===== src/rtl/sd_cmd_seq_if.sv =====
// sd_cmd_seq_if: command-side and SPI-byte-engine-side signals of sd_cmd_seq.
// The sequencer connects through the slave modport; requester/engine use master.
interface sd_cmd_seq_if;
    logic        CMD_STB;
    logic [5:0]  CMD_IDX;
    logic [31:0] CMD_ARG;
    logic        CMD_ACK;
    logic        BUSY;
    logic        RSP_STB;
    logic [7:0]  RSP_DATA;
    logic        RSP_TO;
    logic        CS;
    logic        SPI_W_STB;
    logic [7:0]  SPI_W_DATA;
    logic        SPI_W_ACK;
    logic        SPI_R_STB;
    logic [7:0]  SPI_R_DATA;

    modport master (
        output CMD_STB, CMD_IDX, CMD_ARG,
        output SPI_W_ACK, SPI_R_STB, SPI_R_DATA,
        input  CMD_ACK, BUSY, RSP_STB, RSP_DATA, RSP_TO,
        input  CS, SPI_W_STB, SPI_W_DATA
    );

    modport slave (
        input  CMD_STB, CMD_IDX, CMD_ARG,
        input  SPI_W_ACK, SPI_R_STB, SPI_R_DATA,
        output CMD_ACK, BUSY, RSP_STB, RSP_DATA, RSP_TO,
        output CS, SPI_W_STB, SPI_W_DATA
    );
endinterface


===== src/rtl/sd_cmd_seq.sv =====
// sd_cmd_seq: SD SPI-mode command sequencer (frame, send, poll R1, tail byte).
// Define SD_CRC7_EN to compute the CRC7 serially instead of fixed CRC bytes.
module sd_cmd_seq #(
    parameter int NCR_MAX = 8
) (
    input logic         CLK,
    input logic         RST,
    sd_cmd_seq_if.slave bus
);

    typedef enum logic [2:0] {IDLE, LOAD, SEND, POLL, TAIL, DONE} state_t;

    state_t      state;
    state_t      nxt;
    logic [39:0] frame;
    logic [2:0]  byte_cnt;
    logic [2:0]  sel;
    logic [7:0]  fill_cnt;
    logic [7:0]  r1;
    logic [7:0]  crc_byte;
    logic [7:0]  frame_byte;
    logic [7:0]  issue_byte;
    logic        pending;
    logic        found;
    logic        timeout;
    logic        accept;
    logic        ack_ok;
    logic        r1_hit;
    logic        found_now;
    logic        fill_last;
    logic        load_done;
    logic        issue;
    logic        finish;

    // An ACK arriving while our strobe is still high is not for a finished byte.
    assign ack_ok    = bus.SPI_W_ACK && pending && !bus.SPI_W_STB;
    assign r1_hit    = bus.SPI_R_STB && !bus.SPI_R_DATA[7];
    assign found_now = found || r1_hit;
    assign fill_last = ({1'b0, fill_cnt} + 9'd1) == 9'(NCR_MAX);

`ifdef SD_CRC7_EN
    logic [6:0] crc7;
    logic [5:0] bit_cnt;
    logic       crc_fb;

    assign crc_fb    = frame[6'd39 - bit_cnt] ^ crc7[6];
    assign load_done = (bit_cnt == 6'd39);
    assign crc_byte  = {crc7, 1'b1};

    always_ff @(posedge CLK) begin
        if (RST) begin
            crc7    <= '0;
            bit_cnt <= '0;
        end else if (accept) begin
            crc7    <= '0;
            bit_cnt <= '0;
        end else if (state == LOAD) begin
            crc7    <= {crc7[5:0], 1'b0} ^ (crc_fb ? 7'h09 : 7'h00);
            bit_cnt <= bit_cnt + 6'd1;
        end
    end
`else
    assign load_done = 1'b1;

    always_comb begin
        unique case (frame[37:32])
            6'd0:    crc_byte = 8'h95;
            6'd8:    crc_byte = 8'h87;
            default: crc_byte = 8'h01;
        endcase
    end
`endif

    always_ff @(posedge CLK) begin
        if (RST) state <= IDLE;
        else     state <= nxt;
    end

    always_comb begin
        nxt = state;
        unique case (state)
            IDLE:    if (bus.CMD_STB) nxt = LOAD;
            LOAD:    if (load_done) nxt = SEND;
            SEND:    if (ack_ok && byte_cnt == 3'd5) nxt = POLL;
            POLL:    if (ack_ok && (found_now || fill_last)) nxt = TAIL;
            TAIL:    if (ack_ok) nxt = DONE;
            DONE:    nxt = IDLE;
            default: nxt = IDLE;
        endcase
    end

    // While a byte is pending, its ACK launches the following byte at once.
    always_comb begin
        accept = (state == IDLE) && bus.CMD_STB;
        finish = (state == TAIL) && ack_ok;
        issue  = ((state == SEND) && (!pending || ack_ok))
              || ((state == POLL) && ack_ok);
        sel    = pending ? byte_cnt + 3'd1 : byte_cnt;
        unique case (sel)
            3'd0:    frame_byte = frame[39:32];
            3'd1:    frame_byte = frame[31:24];
            3'd2:    frame_byte = frame[23:16];
            3'd3:    frame_byte = frame[15:8];
            3'd4:    frame_byte = frame[7:0];
            3'd5:    frame_byte = crc_byte;
            default: frame_byte = 8'hFF;
        endcase
        issue_byte = (state == SEND) ? frame_byte : 8'hFF;
    end

    always_ff @(posedge CLK) begin
        if (RST) begin
            frame          <= '0;
            byte_cnt       <= '0;
            fill_cnt       <= '0;
            pending        <= 1'b0;
            found          <= 1'b0;
            timeout        <= 1'b0;
            r1             <= '0;
            bus.CMD_ACK    <= 1'b0;
            bus.BUSY       <= 1'b0;
            bus.RSP_STB    <= 1'b0;
            bus.RSP_DATA   <= 8'h00;
            bus.RSP_TO     <= 1'b0;
            bus.CS         <= 1'b1;
            bus.SPI_W_STB  <= 1'b0;
            bus.SPI_W_DATA <= 8'hFF;
        end else begin
            bus.CMD_ACK   <= accept;
            bus.RSP_STB   <= finish;
            bus.SPI_W_STB <= issue;
            if (issue) begin
                bus.SPI_W_DATA <= issue_byte;
                pending        <= 1'b1;
            end else if (ack_ok) begin
                pending <= 1'b0;
            end
            if (accept) begin
                frame    <= {2'b01, bus.CMD_IDX, bus.CMD_ARG};
                bus.BUSY <= 1'b1;
                bus.CS   <= 1'b0;
                byte_cnt <= '0;
                fill_cnt <= '0;
                found    <= 1'b0;
                timeout  <= 1'b0;
            end
            if (state == SEND && ack_ok) byte_cnt <= byte_cnt + 3'd1;
            // A coincident R1 and final fill ACK resolves as a response.
            if (state == POLL) begin
                if (r1_hit && !found) begin
                    r1    <= bus.SPI_R_DATA;
                    found <= 1'b1;
                end
                if (ack_ok) begin
                    fill_cnt <= fill_cnt + 8'd1;
                    timeout  <= !found_now;
                end
            end
            if (finish) begin
                bus.CS       <= 1'b1;
                bus.RSP_DATA <= timeout ? 8'hFF : r1;
                bus.RSP_TO   <= timeout;
            end
            if (state == DONE) bus.BUSY <= 1'b0;
        end
    end

endmodule


===== src/flat_wrapper.sv =====
// flat-port wrapper written by rule: the top's interface ports become plain ports
module sd_cmd_seq_flat 
#(
    parameter int NCR_MAX = 8
)
  (CLK, RST, bus_CMD_STB, bus_CMD_IDX, bus_CMD_ARG, bus_SPI_W_ACK, bus_SPI_R_STB, bus_SPI_R_DATA, bus_CMD_ACK, bus_BUSY, bus_RSP_STB, bus_RSP_DATA, bus_RSP_TO, bus_CS, bus_SPI_W_STB, bus_SPI_W_DATA);
  sd_cmd_seq_if bus_i ();
  input logic CLK;
  input logic RST;
  input wire logic [$bits(bus_i.CMD_STB)-1:0] bus_CMD_STB;
  input wire logic [$bits(bus_i.CMD_IDX)-1:0] bus_CMD_IDX;
  input wire logic [$bits(bus_i.CMD_ARG)-1:0] bus_CMD_ARG;
  input wire logic [$bits(bus_i.SPI_W_ACK)-1:0] bus_SPI_W_ACK;
  input wire logic [$bits(bus_i.SPI_R_STB)-1:0] bus_SPI_R_STB;
  input wire logic [$bits(bus_i.SPI_R_DATA)-1:0] bus_SPI_R_DATA;
  output wire logic [$bits(bus_i.CMD_ACK)-1:0] bus_CMD_ACK;
  output wire logic [$bits(bus_i.BUSY)-1:0] bus_BUSY;
  output wire logic [$bits(bus_i.RSP_STB)-1:0] bus_RSP_STB;
  output wire logic [$bits(bus_i.RSP_DATA)-1:0] bus_RSP_DATA;
  output wire logic [$bits(bus_i.RSP_TO)-1:0] bus_RSP_TO;
  output wire logic [$bits(bus_i.CS)-1:0] bus_CS;
  output wire logic [$bits(bus_i.SPI_W_STB)-1:0] bus_SPI_W_STB;
  output wire logic [$bits(bus_i.SPI_W_DATA)-1:0] bus_SPI_W_DATA;
  assign bus_i.CMD_STB = bus_CMD_STB;
  assign bus_i.CMD_IDX = bus_CMD_IDX;
  assign bus_i.CMD_ARG = bus_CMD_ARG;
  assign bus_i.SPI_W_ACK = bus_SPI_W_ACK;
  assign bus_i.SPI_R_STB = bus_SPI_R_STB;
  assign bus_i.SPI_R_DATA = bus_SPI_R_DATA;
  assign bus_CMD_ACK = bus_i.CMD_ACK;
  assign bus_BUSY = bus_i.BUSY;
  assign bus_RSP_STB = bus_i.RSP_STB;
  assign bus_RSP_DATA = bus_i.RSP_DATA;
  assign bus_RSP_TO = bus_i.RSP_TO;
  assign bus_CS = bus_i.CS;
  assign bus_SPI_W_STB = bus_i.SPI_W_STB;
  assign bus_SPI_W_DATA = bus_i.SPI_W_DATA;
  sd_cmd_seq #(.NCR_MAX(NCR_MAX)) u_core (.CLK(CLK), .RST(RST), .bus(bus_i));
endmodule

===== config.mk =====
export PLATFORM = sky130hd
export DESIGN_NAME = sd_cmd_seq_flat
export DESIGN_NICKNAME = d
export VERILOG_FILES = /design/src/rtl/sd_cmd_seq_if.sv /design/src/rtl/sd_cmd_seq.sv /design/src/flat_wrapper.sv
export SDC_FILE = /design/constraint.sdc
export NUM_CORES = 1
export LEC_CHECK = 0
export ABC_AREA = 1
export CAP_MARGIN = 20
export CORE_ASPECT_RATIO = 0.75
export CORE_MARGIN = 2
export CORE_UTILIZATION = 45
export CTS_CLUSTER_SIZE = 20
export DETAILED_ROUTE_END_ITERATION = 8
export GPL_TIMING_DRIVEN = 0
export PLACE_DENSITY_LB_ADDON = 0.25
export SLEW_MARGIN = 20
export SYNTH_ARGS = -nofsm -noshare
export SYNTH_HDL_FRONTEND = slang
export SYNTH_SLANG_ARGS = --single-unit

===== constraint.sdc =====
create_clock -name CLK -period 1.8 [get_ports CLK]
set_input_delay 0.27 -clock CLK [delete_from_list [all_inputs] [get_ports CLK]]
set_output_delay 0.27 -clock CLK [all_outputs]
set_load 0.005 [all_outputs]

### Yosys cells after proc, flatten, opt, wreduce, memory -nomap -nowiden

Index checks and enable logic that the tools add are counted.

| word-level totals | value |
|---|---|
| bits of input ports | 51 |
| flip-flop bits (word level) | 86 |

| cells by class | value |
|---|---|
| reduce and logical (&&, ||, !) cells | 29 |
| equality and inequality tests | 17 |
| add/subtract/negate cells | 3 |
| multiplexer cells | 23 |

Operator list:

| kind | count |
|---|---|
| case mux 8 bit (6 select lines) | 1 |
| 2-to-1 mux 8 bit | 5 |
| 2-to-1 mux 3 bit | 7 |
| case mux 8 bit (2 select lines) | 1 |
| equality test 3 bit, second input constant | 5 |
| case mux 3 bit (5 select lines) | 1 |
| equality test 3 x 2 -> 1 bit, second input constant | 4 |
| logical AND 1 bit | 11 |
| adder 8 x 1 -> 9 bit, second input constant | 1 |
| equality test 9 x 4 -> 1 bit, second input constant | 1 |
| adder 8 x 1 -> 8 bit, second input constant | 1 |
| 2-to-1 mux 1 bit | 8 |
| equality test 3 x 1 -> 1 bit, second input constant | 2 |
| equality test 6 x 4 -> 1 bit, second input constant | 1 |
| zero test 3 bit | 2 |
| zero test 6 bit | 1 |
| inequality test 2 x 1 -> 1 bit, second input constant | 3 |
| zero test 1 bit | 5 |
| logical OR 1 bit | 4 |
| AND reduction 4 bit | 1 |
| nonzero test 2 bit | 2 |
| OR reduction 2 bit | 2 |
| adder 3 x 1 -> 3 bit, second input constant | 1 |
| inequality test 2 bit, second input constant | 1 |
| AND reduction 2 bit | 1 |

### Logic depth before layout (Yosys ltp)

Gate-level depths: netlist of the first run.

| depth | value |
|---|---|
| depth in word-level cells | 7 |
| gate-level depth with buffers | 13 |

### Least setup slack after synthesis of the first run

OpenSTA, ideal clock, no wires.

| timing path | value |
|---|---|
| path type | register to register |
| from | register u_core.byte_cnt[1] |
| to | register u_core.bus.SPI_W_DATA[1] |
| stages on the path, launching flop included | 13 |
| arrival | 1.523 ns |
| data required time | 1.668 ns |
| setup slack | 0.145 ns |
| period minus slack after synthesis | 1.655 ns |
| library setup time | 0.132 ns |
| path through | dfxtp_1 > inv_1 > ha_1 > o21ai_2 > nor2_1 > nand2_1 > clkinv_2 > nand2_1 > nand2_1 > nor2_1 > nand2_1 > nand2_1 > nand3_1 |

| between the ends | value |
|---|---|
| longest elaborated chain between the ends | 5 |

Ends and longest elaborated chain:

| element | line | RTL |
|---|---|---|
| start: declaration | sd_cmd_seq.sv:16 | `logic [2:0] byte_cnt;` |
| start signal: assignment | sd_cmd_seq.sv:147 | `if (state == SEND && ack_ok) byte_cnt <= byte_cnt + 3'd1;` |
| adder 3 x 1 -> 3 bit | sd_cmd_seq.sv:98 | `sel = pending ? byte_cnt + 3'd1 : byte_cnt;` |
| 2-to-1 mux 3 bit * | sd_cmd_seq.sv:98 |  |
| equality test 3 bit (tied with other cells) | sd_cmd_seq.sv:99 | `unique case (sel)` |
| case mux 8 bit (6 select lines) * | sd_cmd_seq.sv:99 |  |
| 2-to-1 mux 8 bit * | sd_cmd_seq.sv:108 | `issue_byte = (state == SEND) ? frame_byte : 8'hFF;` |
| end signal: assignment | sd_cmd_seq.sv:133 | `bus.SPI_W_DATA <= issue_byte;` |
| end: declaration | sd_cmd_seq_if.sv:30 | `output CS, SPI_W_STB, SPI_W_DATA` |

Mark *: on every way between the ends. The rest lies on a longest branch, timed or not.
A chain may end at the register's enable or synchronous reset.

### Worst setup path after layout of the first run

| timing path | value |
|---|---|
| from | register u_core.byte_cnt[0] |
| to | register u_core.bus.SPI_W_DATA[7] |

The elaborated chain is that of the path after synthesis.

==> impl_metrics.toml, run 1 <==
[run_status]
status = "finished, violations left"
violations = "setup timing"

[logic_synthesis]
yosys_warnings = 0
yosys.area.top_type = "dfxtp_1"
synth_area_mm2 = 0.003694
synth.net_count = 579
synth_area_leaders = "dfxtp_1, nand2_1, a21oi_1"
synth.avg_cell_area_um2 = 7.049
synth_seq_area_share_pct = 46.61
synth_top_area_share_pct = 46.61
ys_async_sr_fraction_pct = 0
synth_edf_count = 0
yosysUniqueCellTypes = 32
synthTopCellsByCount = "nand2_1, dfxtp_1, a21oi_1, nor2_1, o21ai_0"
synth_seq_cells = 86
synthFlopType = "dfxtp_1"
netlist_instances = 524
synth_most_common_cell = "nand2_1"

[sta]
clock_skew_ps = 7.668
hold_violations = 0
timing.fmax_ghz = 0.5219
drv_slew = 0
finalSetupViolCount = 7
fin_ws_ps = -116.0
slew_headroom_pct = 56.00
final.period_utilization_pct = 106.4
period_minus_slack_ps = 1916
rsz0062_at_grt = "true"
tightest_slew_ps = 657.6

[setup_path]
path_buf_inv = 2
crit_path_max_incr_delay_ps = 420
cp-start-kind = "flip-flop"
critical_path_peak_fanout = 7
end_kind = "flip-flop"
worstSetupPathType = "flip-flop to flip-flop"
required_ps = 2020
cp_data_arrival_time_ps = 2140
cp_top_family = "simple AND/OR/NAND/NOR gates"
crit_slowest_cell = "dfxtp_4"
crit_chain = "ha_4 -> xor2_2 -> nand2_1 -> nand2_2 -> clkinv_4 -> nand2_4 -> inv_4 -> nand2_1 -> nand4_1 -> o21ai_1 -> nand3_1"
worst_path_most_repeated_cell = "nand2_1"

[die]
coreArea_mm2 = 0.007918
fp.dieH_um = 82.46
placementRows = 28
die-area_mm2 = 0.008956
initial_core_util_pct = 46.65
dieWidth_um = 108.6
io_pins = 73

[pwr]
p_leak_uw = 0.002024
power_density_mw_per_mm2 = 1200
ir_drop_uv = 602.0
finalPower_uw = 6149

[grt]
grt_pass1_vias = 3306
grt_use_met1_pct = 30.03
grtUsageMet3_pct = 5.495
grtUsageMet2_pct = 35.56
grt_overflow = 0
grt_busiest_layer = "met2"
antenna_found_initial = 0
grtUsageTotal_pct = 22.55
grt_pass1_wl_um = 15430
grt_max_degree = 16

[clock_network]
cts-buffers-inserted = 9
clkTransAtPathRegs_ps = 90
cts_tree = "done"
clk_path_buf_depth = 2
root_buffer = "clkbuf_8"
htreeDepth = 3
clk_latency_ps = 360
cts.sinks = 86

[routing]
wire_per_inst_um = 14.46
vias_per_cell = 5.239
dr.first_iter.drc_count = 204
firstDrtPassIters = 6
wl_um = 10590
vias = 3835
drc = 0
antenna_left = 0

[layout]
multi_input_area_mm2 = 0.001858
final_net_count = 677
area_growth_pct = 38.69
drive_gt1_share_pct = 13.88
regArea_mm2 = 0.001737
fillCellCount = 719
fin_util_pct = 64.70
num_antenna_cells = 0

[hold_path]
hp-class = "input port to flip-flop"

[job]
drv_cap = 0

[placement]
gp_congestion = 0.8735
io_buffers = 71
dpl.hpwl_um = 7251
## cells by family (layout without fill, tap and decap cells)
kind of cell               after synthesis  count (layout)  share of synthesized area, %
AOI/OAI and AO/OA                      132             132                         18.90
xor gates and xnor gates                 4               4                        0.9487
adders and majority gates                4               4                         1.355
buffers and inverters                   80             183                         8.435
DFF                                     86              86                         46.61
and+or+nand+nor                        218             218                         23.75
## through the flow
stage | setup slack [ps] | cell area (um^2) | instances | hold slack [ps] | setup TNS, ps
2_1_floorplan | 144.8 | 3694 | 524 | 413.8 | 0
3_3_place_gp | -147.7 | 4536 | 700 | 435.0 | -1050
3_5_place_dp | -177.2 | 4536 | 700 | 437.0 | -1287
4_1_cts | 0.04396 | 4810 | 718 | 316.4 | 0
5_1_grt | -152.3 | 5122 | 732 | 379.4 | -999.2
6_report | -116.0 | 5122 | 732 | 330.1 | -419.6
## worst paths after layout
| check | from | end | slack [ps] | cells past startpoint |
|---|---|---|---|---|
| hold / removal | RST | u_core.frame[3] | 330 | 2 |
| hold reg to reg | u_core.r1[7] | u_core.r1[7] | 450 | 2 |
| setup / recovery | u_core.byte_cnt[0] | u_core.bus.SPI_W_DATA[7] | -120 | 11 |
| setup reg to reg | u_core.byte_cnt[0] | u_core.bus.SPI_W_DATA[7] | -120 | 11 |
## cell type report
class                      instances  share of cell area (%)
buffer                            19                   1.539
clock buffer                      10                   2.687
clock inverter                     6                   1.808
inverter                          61                   4.910
multi-input combinational        358                   36.27
sequential                        86                   33.90
tap                              105                   2.565
timing repair buffer              87                   16.32
## repair_timing
item | 4_1_cts | 5_1_grt
gates resized for setup | 9 | 54
setup endpoints to repair | 8 | 15
hold buffers | 0 | 0
buffers inserted | 2 | 14
pin swaps | 4 | 20
## cells in the final DEF, fill, tap and decap left out, types with 3 or more instances in the layout
cell type,synthesis,final
inv_4,1,3
nand2_1,128,123
clkbuf_1,14,14
clkdlybuf4s50_1,0,71
dfxtp_1,86,80
buf_2,3,4
dfxtp_4,0,3
nand3_1,19,16
nor2_2,1,4
nor2_1,57,51
dfxtp_2,0,3
nand2_2,5,5
inv_2,6,4
clkbuf_8,0,10
o21ai_0,54,52
nor3_1,4,3
inv_6,0,3
a21oi_1,57,54
inv_1,53,51
nand2_4,0,4
buf_4,1,14
o21ai_1,6,6
o22ai_1,7,6
nand3_2,1,3
nor2_4,0,3
## power breakdown
part / leakage (uW) / internal (uW) / switching, uW / total (uW)
logic: 0.00121 / 831 / 1270 / 2110
registers: 0.000706 / 2270 / 216 / 2480
clock network: 0.000110 / 829 / 731 / 1560
## per-layer routing
layer | wire length, um | share of wire, %
met2 | 4789 | 45
met5 | 0 | 0
met3 | 878 | 8.3
met4 | 293 | 2.8
met1 | 4626 | 44
## flip-flops by register name (all words and copies together), names as in the netlist
name,flops
u_core.bus.SPI_W_STB,1
u_core.state,3
u_core.fill_cnt,8
u_core.bus.CMD_ACK,1
u_core.bus.RSP_DATA,8
u_core.frame,39
u_core.pending,1
u_core.byte_cnt,3
u_core.bus.SPI_W_DATA,8
u_core.bus.BUSY,1
u_core.bus.CS,1
u_core.timeout,1
u_core.bus.RSP_TO,1
u_core.r1,8
u_core.found,1
u_core.bus.RSP_STB,1
Power figures use the tool's default switching activity.
==> run 2, diff against run 1 <==
--- a/config.mk
+++ b/config.mk
@@ -10,6 +10,7 @@
 export CORE_ASPECT_RATIO = 0.75
 export CORE_MARGIN = 2
 export CORE_UTILIZATION = 45
+export CTS_BUF_LIST = sky130_fd_sc_hd__clkbuf_4 sky130_fd_sc_hd__clkbuf_8
 export CTS_CLUSTER_SIZE = 20
 export DETAILED_ROUTE_END_ITERATION = 8
 export GPL_TIMING_DRIVEN = 0
==> results of run 2 <==
No change in the layout: final DEF, timing and power equal those of run 1.
